## src/rtl/pll_lock_supervisor.sv

```systemverilog
// PLL lock supervisor: reset sequencing, lock qualification, retry/fault
// handling and dynamic phase-shift stepping, all in the CLKI domain.
module pll_lock_supervisor #(
    parameter int RST_HOLD_CYCLES = 20,
    parameter int LOCK_TIMEOUT    = 2000,
    parameter int STABLE_CYCLES   = 200,
    parameter int MAX_RETRIES     = 3,
    parameter int STEP_GAP        = 4
) (
    input  logic       CLKI,
    input  logic       RSTN,
    input  logic       LOCK,
    input  logic       CLR_FAULT,
    input  logic       PH_REQ,
    input  logic [1:0] PH_SEL,
    input  logic       PH_DIR,
    input  logic [3:0] PH_STEPS,
    output logic       PLL_RST,
    output logic       READY,
    output logic       FAULT,
    output logic [1:0] RETRY_CNT,
    output logic       PH_BUSY,
    output logic       PH_DONE,
    output logic [1:0] PHASESEL,
    output logic       PHASEDIR,
    output logic       PHASESTEP
);

    localparam int MAX_A   = (RST_HOLD_CYCLES > LOCK_TIMEOUT) ?
                             RST_HOLD_CYCLES : LOCK_TIMEOUT;
    localparam int CNT_MAX = (MAX_A > STABLE_CYCLES) ?
                             MAX_A : STABLE_CYCLES;
    localparam int CNT_W   = $clog2(CNT_MAX + 1);
    localparam int GAP_W   = (STEP_GAP > 1) ? $clog2(STEP_GAP) : 1;

    localparam logic [CNT_W-1:0] HOLD_END    = CNT_W'(RST_HOLD_CYCLES - 1);
    localparam logic [CNT_W-1:0] TIMEOUT_END = CNT_W'(LOCK_TIMEOUT - 1);
    localparam logic [CNT_W-1:0] STABLE_END  = CNT_W'(STABLE_CYCLES);
    localparam logic [CNT_W-1:0] CNT_SAT     = CNT_W'(CNT_MAX);
    localparam logic [GAP_W-1:0] GAP_END     = GAP_W'(STEP_GAP - 1);
    localparam logic [1:0]       RETRY_MAX   = 2'(MAX_RETRIES);

    typedef enum logic [2:0] {
        S_HOLD,
        S_WAIT,
        S_STABLE,
        S_RUN,
        S_PHASE,
        S_FAULT
    } state_t;

    typedef enum logic [1:0] {
        P_SETUP,
        P_HIGH,
        P_LOW
    } step_t;

    state_t           state_q;
    step_t            step_q;
    logic [CNT_W-1:0] cnt_q;
    logic [CNT_W-1:0] cnt_inc;
    logic [GAP_W-1:0] gap_q;
    logic [3:0]       rem_q;
    logic [1:0]       lock_sync_q;
    logic             lock_s;

    logic       pll_rst_q;
    logic       ready_q;
    logic       fault_q;
    logic [1:0] retry_q;
    logic       ph_busy_q;
    logic       ph_done_q;
    logic [1:0] phasesel_q;
    logic       phasedir_q;
    logic       phasestep_q;

    // LOCK comes straight from the PLL analog macro; two flops before use.
    always_ff @(posedge CLKI or negedge RSTN) begin
        if (!RSTN) begin
            lock_sync_q <= 2'b00;
        end else begin
            lock_sync_q <= {lock_sync_q[0], LOCK};
        end
    end

    assign lock_s  = lock_sync_q[1];
    assign cnt_inc = (cnt_q == CNT_SAT) ? cnt_q : cnt_q + CNT_W'(1);

    always_ff @(posedge CLKI or negedge RSTN) begin
        if (!RSTN) begin
            state_q     <= S_HOLD;
            step_q      <= P_SETUP;
            cnt_q       <= '0;
            gap_q       <= '0;
            rem_q       <= 4'd0;
            pll_rst_q   <= 1'b1;
            ready_q     <= 1'b0;
            fault_q     <= 1'b0;
            retry_q     <= 2'd0;
            ph_busy_q   <= 1'b0;
            ph_done_q   <= 1'b0;
            phasesel_q  <= 2'd0;
            phasedir_q  <= 1'b0;
            phasestep_q <= 1'b0;
        end else begin
            ph_done_q <= 1'b0;
            unique case (state_q)
                S_HOLD: begin
                    pll_rst_q <= 1'b1;
                    ready_q   <= 1'b0;
                    if (cnt_q == HOLD_END) begin
                        state_q   <= S_WAIT;
                        pll_rst_q <= 1'b0;
                        cnt_q     <= '0;
                    end else begin
                        cnt_q <= cnt_inc;
                    end
                end
                S_WAIT: begin
                    // Lock is tested first so it wins on the timeout cycle.
                    if (lock_s) begin
                        state_q <= S_STABLE;
                        cnt_q   <= '0;
                    end else if (cnt_q == TIMEOUT_END) begin
                        pll_rst_q <= 1'b1;
                        cnt_q     <= '0;
                        if (retry_q == RETRY_MAX) begin
                            state_q <= S_FAULT;
                            fault_q <= 1'b1;
                        end else begin
                            state_q <= S_HOLD;
                            retry_q <= retry_q + 2'd1;
                        end
                    end else begin
                        cnt_q <= cnt_inc;
                    end
                end
                S_STABLE: begin
                    if (!lock_s) begin
                        state_q <= S_WAIT;
                        cnt_q   <= '0;
                    end else if (cnt_q == STABLE_END) begin
                        state_q <= S_RUN;
                        ready_q <= 1'b1;
                        retry_q <= 2'd0;
                        cnt_q   <= '0;
                    end else begin
                        cnt_q <= cnt_inc;
                    end
                end
                S_RUN: begin
                    if (!lock_s) begin
                        state_q   <= S_HOLD;
                        cnt_q     <= '0;
                        pll_rst_q <= 1'b1;
                        ready_q   <= 1'b0;
                    end else if (PH_REQ) begin
                        state_q    <= S_PHASE;
                        step_q     <= P_SETUP;
                        gap_q      <= '0;
                        rem_q      <= PH_STEPS;
                        phasesel_q <= PH_SEL;
                        phasedir_q <= PH_DIR;
                        ph_busy_q  <= 1'b1;
                    end
                end
                S_PHASE: begin
                    if (!lock_s) begin
                        state_q     <= S_HOLD;
                        cnt_q       <= '0;
                        pll_rst_q   <= 1'b1;
                        ready_q     <= 1'b0;
                        ph_busy_q   <= 1'b0;
                        phasestep_q <= 1'b0;
                    end else if (rem_q == 4'd0) begin
                        // Only reached for a zero-step request.
                        state_q   <= S_RUN;
                        ph_busy_q <= 1'b0;
                        ph_done_q <= 1'b1;
                    end else if (gap_q != GAP_END) begin
                        gap_q <= gap_q + GAP_W'(1);
                    end else begin
                        gap_q <= '0;
                        unique case (step_q)
                            P_SETUP: begin
                                step_q      <= P_HIGH;
                                phasestep_q <= 1'b1;
                            end
                            P_HIGH: begin
                                step_q      <= P_LOW;
                                phasestep_q <= 1'b0;
                            end
                            P_LOW: begin
                                if (rem_q == 4'd1) begin
                                    state_q   <= S_RUN;
                                    ph_busy_q <= 1'b0;
                                    ph_done_q <= 1'b1;
                                end else begin
                                    step_q <= P_SETUP;
                                end
                                rem_q <= rem_q - 4'd1;
                            end
                            default: begin
                                step_q <= P_SETUP;
                            end
                        endcase
                    end
                end
                S_FAULT: begin
                    pll_rst_q <= 1'b1;
                    ready_q   <= 1'b0;
                    fault_q   <= 1'b1;
                    if (CLR_FAULT) begin
                        state_q <= S_HOLD;
                        cnt_q   <= '0;
                        fault_q <= 1'b0;
                        retry_q <= 2'd0;
                    end
                end
                default: begin
                    state_q <= S_HOLD;
                    cnt_q   <= '0;
                end
            endcase
        end
    end

    assign PLL_RST   = pll_rst_q;
    assign READY     = ready_q;
    assign FAULT     = fault_q;
    assign RETRY_CNT = retry_q;
    assign PH_BUSY   = ph_busy_q;
    assign PH_DONE   = ph_done_q;
    assign PHASESEL  = phasesel_q;
    assign PHASEDIR  = phasedir_q;
    assign PHASESTEP = phasestep_q;

endmodule

```

## config.mk

```make
export PLATFORM = sky130hd
export DESIGN_NAME = pll_lock_supervisor
export DESIGN_NICKNAME = d
export VERILOG_FILES = /design/src/rtl/pll_lock_supervisor.sv
export SDC_FILE = /design/constraint.sdc
export NUM_CORES = 1
export LEC_CHECK = 0
export CAP_MARGIN = 20
export CORE_MARGIN = 2
export CORE_UTILIZATION = 60
export DETAILED_ROUTE_END_ITERATION = 10
export GPL_TIMING_DRIVEN = 0
export PLACE_DENSITY = 0.84
export SLEW_MARGIN = 20
export SYNTH_ARGS = -nofsm -noshare
export SYNTH_HDL_FRONTEND = slang
export SYNTH_SLANG_ARGS = --single-unit
```

## constraint.sdc

```tcl
create_clock -name CLKI -period 6.5 [get_ports CLKI]
set_clock_uncertainty 0.2 [all_clocks]
set_input_delay 1.3 -clock CLKI [delete_from_list [all_inputs] [get_ports CLKI]]
set_output_delay 1.3 -clock CLKI [all_outputs]
set_load 0.01 [all_outputs]
```

==> impl_results.md, run 1 <==
* Status: complete, no violations
* Post-DRT Antenna Nets at 0
* Placed insts at 315
* # fillers at 275
* Worst hold path endpoint: lock_sync_q[1]
* Drt pass-1 iters at 5
* Slew HR at 56.1%
* Finished Core Util at 74.3%
* Vias at 1988
* Syn Area/Cell at 8.87 sq um
* Worst r2r src: cnt_q[1]
* Commonest cells after routing, fill and taps aside: dfrtp_1, o21ai_0, nor2_1
* CP Capture Type: register
* Top cell type's share of synthesized area at 39.0%
* Cells taking the most area after synthesis: dfrtp_1, o21ai_0, nor2_1
* Yosys cell types at 52
* Num CTS Buffers at 5
* First-pass GRT wire length at 8.82 mm
* Post-route cell area at 2540 sq um
* Post-CTS sizing at 0
* I/O Buffers at 22
* Cell area after placement at 2480 sq um
* Clk root buf: clkbuf_4
* Fin crit period at 3.09 ns
* Pwr Density at 383 nW/um^2
* Clk buf depth at 2
* Drt wl/cell at 15.4 microns
* Crit start category: input port
* Iteration-0 DRC Markers at 171
* RSZ-0062 raised after global routing: no
* Synthesis-to-layout area growth at 16.4%
* Slew @ Worst Pin at 0.652 ns
* Final Hold Viols at 0
* Hold Crit Class: register to register
* Number of global-route vias before repair at 1929
* Hold_buf cts at 0
* Post-Syn Area at 2180 sq um
* Register area share after synthesis at 40.2%
* Synth Flop Type: dfrtp_1
* Largest fanout on the critical path at 9
* Die Wd at 64.3 microns
* Clock Pin Slew Worst Setup and Hold Paths at 0.10 ns
* Congestion Overflow GR at 0
* Register area at 877 sq um
* Required time of the worst setup path at 6.50 ns
* Sink Count at 35
* Seq cells post-synth at 35
* Peak supply drop at 262 uV
* FP Rows at 21
* Max Cap Viol at 0
* Area of the multi-input gates at 1210 sq um
* Synth area leader: dfrtp_1
* Antenna violations before repair at 0
* Hold path depth at 0
* Die Span Y at 64.3 microns
* Depth of the CTS H-tree at 2
* Syn nets at 264
* Hold Crit Start: lock_sync_q[0]
* Worst-Skew Late Latency at 0.36 ns
* Final WL at 4.95 mm
* Final Wtd Congestion at 0.942
* Setup TNS at 0 ns
* Pleak at 1.05 nW
* Final setup fails at 0
* Via/cell ratio at 6.17
* Core box area at 3420 sq um
* Most common cell after layout, fill and taps aside: dfrtp_1
* Post-CTS Setup Bufs at 0
* DIE AREA at 4130 sq um
* Yosys warns at 0
* CTS tree: done
* Worst reg2reg setup slack at 4.04 ns
* # diodes at 0
* Synth Instances at 246
* Global Route Usage Sum at 27.4%
* Initial Util at 63.8%
* Largest net degree at the start of global routing at 19
* Finished Layout Cells at 322
* Post-synth ARST share at 100%
* Slew Viols, Final at 0
* Nets@finish at 294
* Setup CP Type: input port to register
* Worst EP arrival at 3.09 ns
* Worst r2r path cells at 6
* # IOs at 23
* Number of remaining DRC errors at 0
* Post-synth EDFFs at 0
* F_max at 324 MHz
* RR Endpoint: state_q[2]
* Hpwl dp at 3.71 mm
* Share of cells above drive strength 1 at 9.78%
* Crit share post-route at 47.5%
[state kept, by name, summed over array words and instances (netlist names), 2 cells and up]
register,cells
cnt_q,11
rem_q,4
state_q,3
PHASESEL,2
RETRY_CNT,2
gap_q,2
lock_sync_q,2
step_q,2
[cells by family (layout without fill, tap and decap cells)]
group / Yosys count / in the layout / synth area share [%]
flops: 35 / 35 / 40.2
mux: 6 / 6 / 2.98
fa+ha+maj: 6 / 6 / 3.44
simple gates: 105 / 105 / 25.8
xor+xnor: 4 / 4 / 1.61
compound gates: 70 / 70 / 21.6
buf+inv: 20 / 50 / 4.36
[critical path, cell delays in order]
cell and delay [ns]:
clkdlybuf4s50_1 0.55, nor2b_1 0.07, o21ai_1 0.22, nand2_1 0.21, nor3_2 0.55, o21ai_0 0.19
[synthesized netlist by cell type, types with 2 or more instances]
master,n
a21oi_1,16
o21ai_0,26
a22oi_1,2
o211ai_1,3
or4_1,4
a211oi_1,3
and2_1,2
nand3_1,8
mux2_2,4
and3_1,4
nand2_1,22
nand2b_1,2
nand4_1,5
nor3_1,7
inv_1,11
nor3b_1,4
xnor2_1,3
nor2b_1,7
nor4_1,3
nor2_1,25
buf_6,2
or3_1,3
ha_1,6
dfrtp_1,34
buf_2,4
o31ai_1,5
mux2i_1,2
a31oi_1,3
clkbuf_1,3
[layout make-up]
cell class | count | share of cell area [%]
clock inverters | 1 | 0.197
repair buffers | 23 | 9.57
well taps | 46 | 2.27
multi-input cells | 191 | 47.6
plain buffers | 9 | 2.12
inverters | 11 | 1.63
clock buffers | 6 | 2.02
flip-flops and latches | 35 | 34.6
[stage by stage]
| step | total power (W) | setup WS, ns | hold slack [ns] |
|---|---|---|---|
| 4_1_cts | 0.000971 | 3.42 | 0.170 |
| 6_report | 0.000972 | 3.41 | 0.167 |
| 5_1_grt | 0.00105 | 3.28 | 0.182 |
| 2_1_floorplan | 0.000690 | 3.87 | 0.131 |
| 3_3_place_gp | 0.000826 | 3.09 | 0.132 |
| 3_5_place_dp | 0.000845 | 3.07 | 0.146 |
[power by group]
group          total (W)  switching (W)  internal (W)
registers       0.000329      0.0000527      0.000277
clock network   0.000126      0.0000754     0.0000501
logic           0.000517       0.000298      0.000219
[metal layers]
metal | routed length [microns] | part of all wire [%] | track usage, %
met1 | 2230 | 45 | 35.5
met2 | 2320 | 47 | 44.3
met3 | 286 | 5.8 | 5.81
met4 | 115 | 2.3 | 11.7
met5 | 0 | 0 | 0
[worst max path at each step]
stage,start,end,slack [ns],cells past startpoint
6_report,CLR_FAULT,cnt_q[9],3.41,6
5_1_grt,CLR_FAULT,cnt_q[9],3.28,6
4_1_cts,CLR_FAULT,cnt_q[9],3.42,6
3_5_place_dp,CLR_FAULT,cnt_q[9],3.07,6
3_3_place_gp,CLR_FAULT,cnt_q[9],3.09,6
2_1_floorplan,CLR_FAULT,cnt_q[7],3.87,5
Note: power is estimated with default switching activity, not from simulation.
==> run 2, diff against run 1 <==
--- a/config.mk
+++ b/config.mk
@@ -7,10 +7,10 @@
 export LEC_CHECK = 0
 export CAP_MARGIN = 20
 export CORE_MARGIN = 2
-export CORE_UTILIZATION = 60
+export CORE_UTILIZATION = 51
 export DETAILED_ROUTE_END_ITERATION = 10
 export GPL_TIMING_DRIVEN = 0
-export PLACE_DENSITY = 0.84
+export PLACE_DENSITY = 0.76
 export SLEW_MARGIN = 20
 export SYNTH_ARGS = -nofsm -noshare
 export SYNTH_HDL_FRONTEND = slang
==> constraint.sdc (replaced) <==
create_clock -name CLKI -period 2.6 [get_ports CLKI]
set_clock_uncertainty 0.2 [all_clocks]
set_input_delay 0.52 -clock CLKI [delete_from_list [all_inputs] [get_ports CLKI]]
set_output_delay 0.52 -clock CLKI [all_outputs]
set_load 0.01 [all_outputs]
==> run 2 against run 1 <==
  * Utilization fell by 9.7 points
  * Critical path depth unchanged
  * Register-to-register slack worse by 3.9 ns
  * Wire length down 0.99%
  * First-iteration DRC count shrank 15%
  * Combinational power rose to 2.5 times the previous value
  * Sequential share of layout area is 1.1 points lower
  * Via count down 4.0%
  * Highest routed layer unchanged
==> impl_results.md, run 2 (synthesized netlist as in run 1, its figures left out) <==
* Congestion Overflow GR at 0
* Worst-path cell chain: ha_1, nor3b_1, and3_1, o32ai_2, nor4_2, mux2_2
* Initial Util at 53.7%
* Sw power at 0.00109 W
* Internal power at 0.00154 W
* Vias at 1909
* Depth of the CTS H-tree at 2
* Die Span Y at 69.4 microns
* Worst EP arrival at 2.43 ns
* Number of flip-flops under the largest register name at 11
* Sw frac at 41.4%
* Slew HR at 44.9%
* Required time of the worst setup path at 2.59 ns
* Finished Layout Cells at 328
* Drt wl/cell at 15.0 microns
* Final Wtd Congestion at 0.902
* Clk buf depth at 2
* Post-DRT Antenna Nets at 0
* Pleak at 1.08 nW
* I/O Buffers at 22
* Cell family with most CP delay: simple AND/OR/NAND/NOR gates
* RSZ-0062 raised after global routing: no
* Sink Count at 35
* Commonest cells after routing, fill and taps aside: dfrtp_1, o21ai_0, nor2_1
* Register area at 877 sq um
* # diodes at 0
* Number of global-route vias before repair at 1844
* Peak supply drop at 591 uV
* Logic pwr share at 49.9%
* Global Route Usage Sum at 21.7%
* Pre-CTS setup slack at -0.0636 ns
* Largest regs: cnt_q x11, rem_q x4, state_q x3
* CTS tree: done
* Crit share post-route at 93.9%
* Status: complete, no violations
* Fin crit period at 2.44 ns
* Via/cell ratio at 5.82
* Slowest-stage cell, CP: dfrtp_1
* # IOs at 23
* Num CTS Buffers at 5
* Synthesis-to-layout area growth at 20.2%
* Placed insts at 319
* Final WL at 4.91 mm
* Hpwl dp at 3.54 mm
* Number of remaining DRC errors at 0
* Area of the multi-input gates at 1220 sq um
* Core box area at 4060 sq um
* Reg power frac at 31.1%
* Clock power share at 19.0%
* Drt pass-1 iters at 4
* DIE AREA at 4810 sq um
* # fillers at 329
* Clock Pin Slew Worst Setup and Hold Paths at 0.07 ns
* Most common cell after layout, fill and taps aside: dfrtp_1
* Iteration-0 DRC Markers at 146
* Largest net degree at the start of global routing at 25
* Crit start category: register
* Antenna violations before repair at 0
* Share of cells above drive strength 1 at 10.4%
* First-pass GRT wire length at 8.47 mm
* CP Capture Type: register
* Hold Crit Class: register to register
* Final setup fails at 0
* Max Cap Viol at 0
* Slew Viols, Final at 0
* Reg with most FFs: cnt_q
* Clk root buf: clkbuf_8
* Largest fanout on the critical path at 10
* Post-CTS Setup Bufs at 0
* Worst path bufs/invs at 0
* Setup CP Type: register to register
* F_max at 410 MHz
* Die Wd at 69.4 microns
* Largest stage delay on the critical path at 0.43 ns
* Nets@finish at 295
* Slew @ Worst Pin at 0.826 ns
* Worst-Skew Late Latency at 0.30 ns
* Final Hold Viols at 0
* Pwr Density at 1000 nW/um^2
* FP Rows at 23
* Final worst slack at 0.159 ns
-- run 2: cell count changes in the layout (fill, tap and decap cells not counted), sizes merged --
cell | previous run | this run
bufinv | 0 | 1
clkbuf | 9 | 8
clkinv | 1 | 2
dlygate4sd3 | 0 | 1
-- run 2: worst paths after layout --
| path | start | endpoint | slack (ns) | depth (start not counted) |
|---|---|---|---|---|
| worst min register to register | lock_sync_q[0] | lock_sync_q[1] | 0.15 | 0 |
| worst max register to register | cnt_q[1] | state_q[2] | 0.16 | 6 |
| min in group asynchronous | RSTN | cnt_q[0] | 0.45 | 2 |
| max in group asynchronous | RSTN | PHASESEL[0] | 1.33 | 3 |
| worst max-delay path | cnt_q[1] | state_q[2] | 0.16 | 6 |
| worst min-delay path | lock_sync_q[0] | lock_sync_q[1] | 0.15 | 0 |
-- run 2: timing repair --
item / in CTS / in global routing
hold endpoints to repair: 10 / 0
gates resized for setup: 0 / 2
setup endpoints to repair: 0 / 2
hold buffers: 1 / 0
-- run 2: power by group through the flow --
stage | clock, W | sequential, W | combinational (W)
floorplan | 0 | 0.000827 | 0.000897
global placement | 0 | 0.000820 | 0.00124
detailed placement | 0 | 0.000828 | 0.00127
CTS | 0.000514 | 0.000819 | 0.00127
global route | 0.000541 | 0.000840 | 0.00146
finish | 0.000499 | 0.000816 | 0.00131
-- run 2: metrics by stage --
| step | hold slack, ns | cell area [sq um] | utilization (%) | setup TNS (ns) | total power (W) |
|---|---|---|---|---|---|
| after floorplan | 0.0244 | 2180 | - | 0 | 0.00172 |
| after global placement | 0.134 | 2460 | 60.7 | -0.143 | 0.00206 |
| after detailed placement | 0.135 | 2490 | 61.3 | -0.126 | 0.00210 |
| after CTS | 0.153 | 2610 | 64.3 | 0 | 0.00261 |
| after global routing | 0.176 | 2620 | 64.6 | 0 | 0.00285 |
| final | 0.150 | 2620 | 64.6 | 0 | 0.00263 |
-- run 2: routing by layer --
metal	vias up	wire length, microns	track usage (%)
met5	-	0	0
met4	0	59	6.54
met3	5	238	5.09
met2	48	2260	33.9
met1	894	2350	30.2
li1	962	-	-
-- run 2: cell type report --
type | count | share of cell area [%]
tap | 50 | 2.39
timing repair buffer | 24 | 9.64
buffer | 9 | 2.05
clock buffer | 5 | 2.63
sequential | 35 | 33.5
clock inverter | 3 | 1.67
multi-input combinational | 191 | 46.6
inverter | 11 | 1.58
-- run 2: worst register-to-register path, stage by stage (launching register included) --
cell     delay (ns)
dfrtp_1        0.43
ha_1           0.28
nor3b_1        0.30
and3_1         0.22
o32ai_2        0.20
nor4_2         0.34
mux2_2         0.36
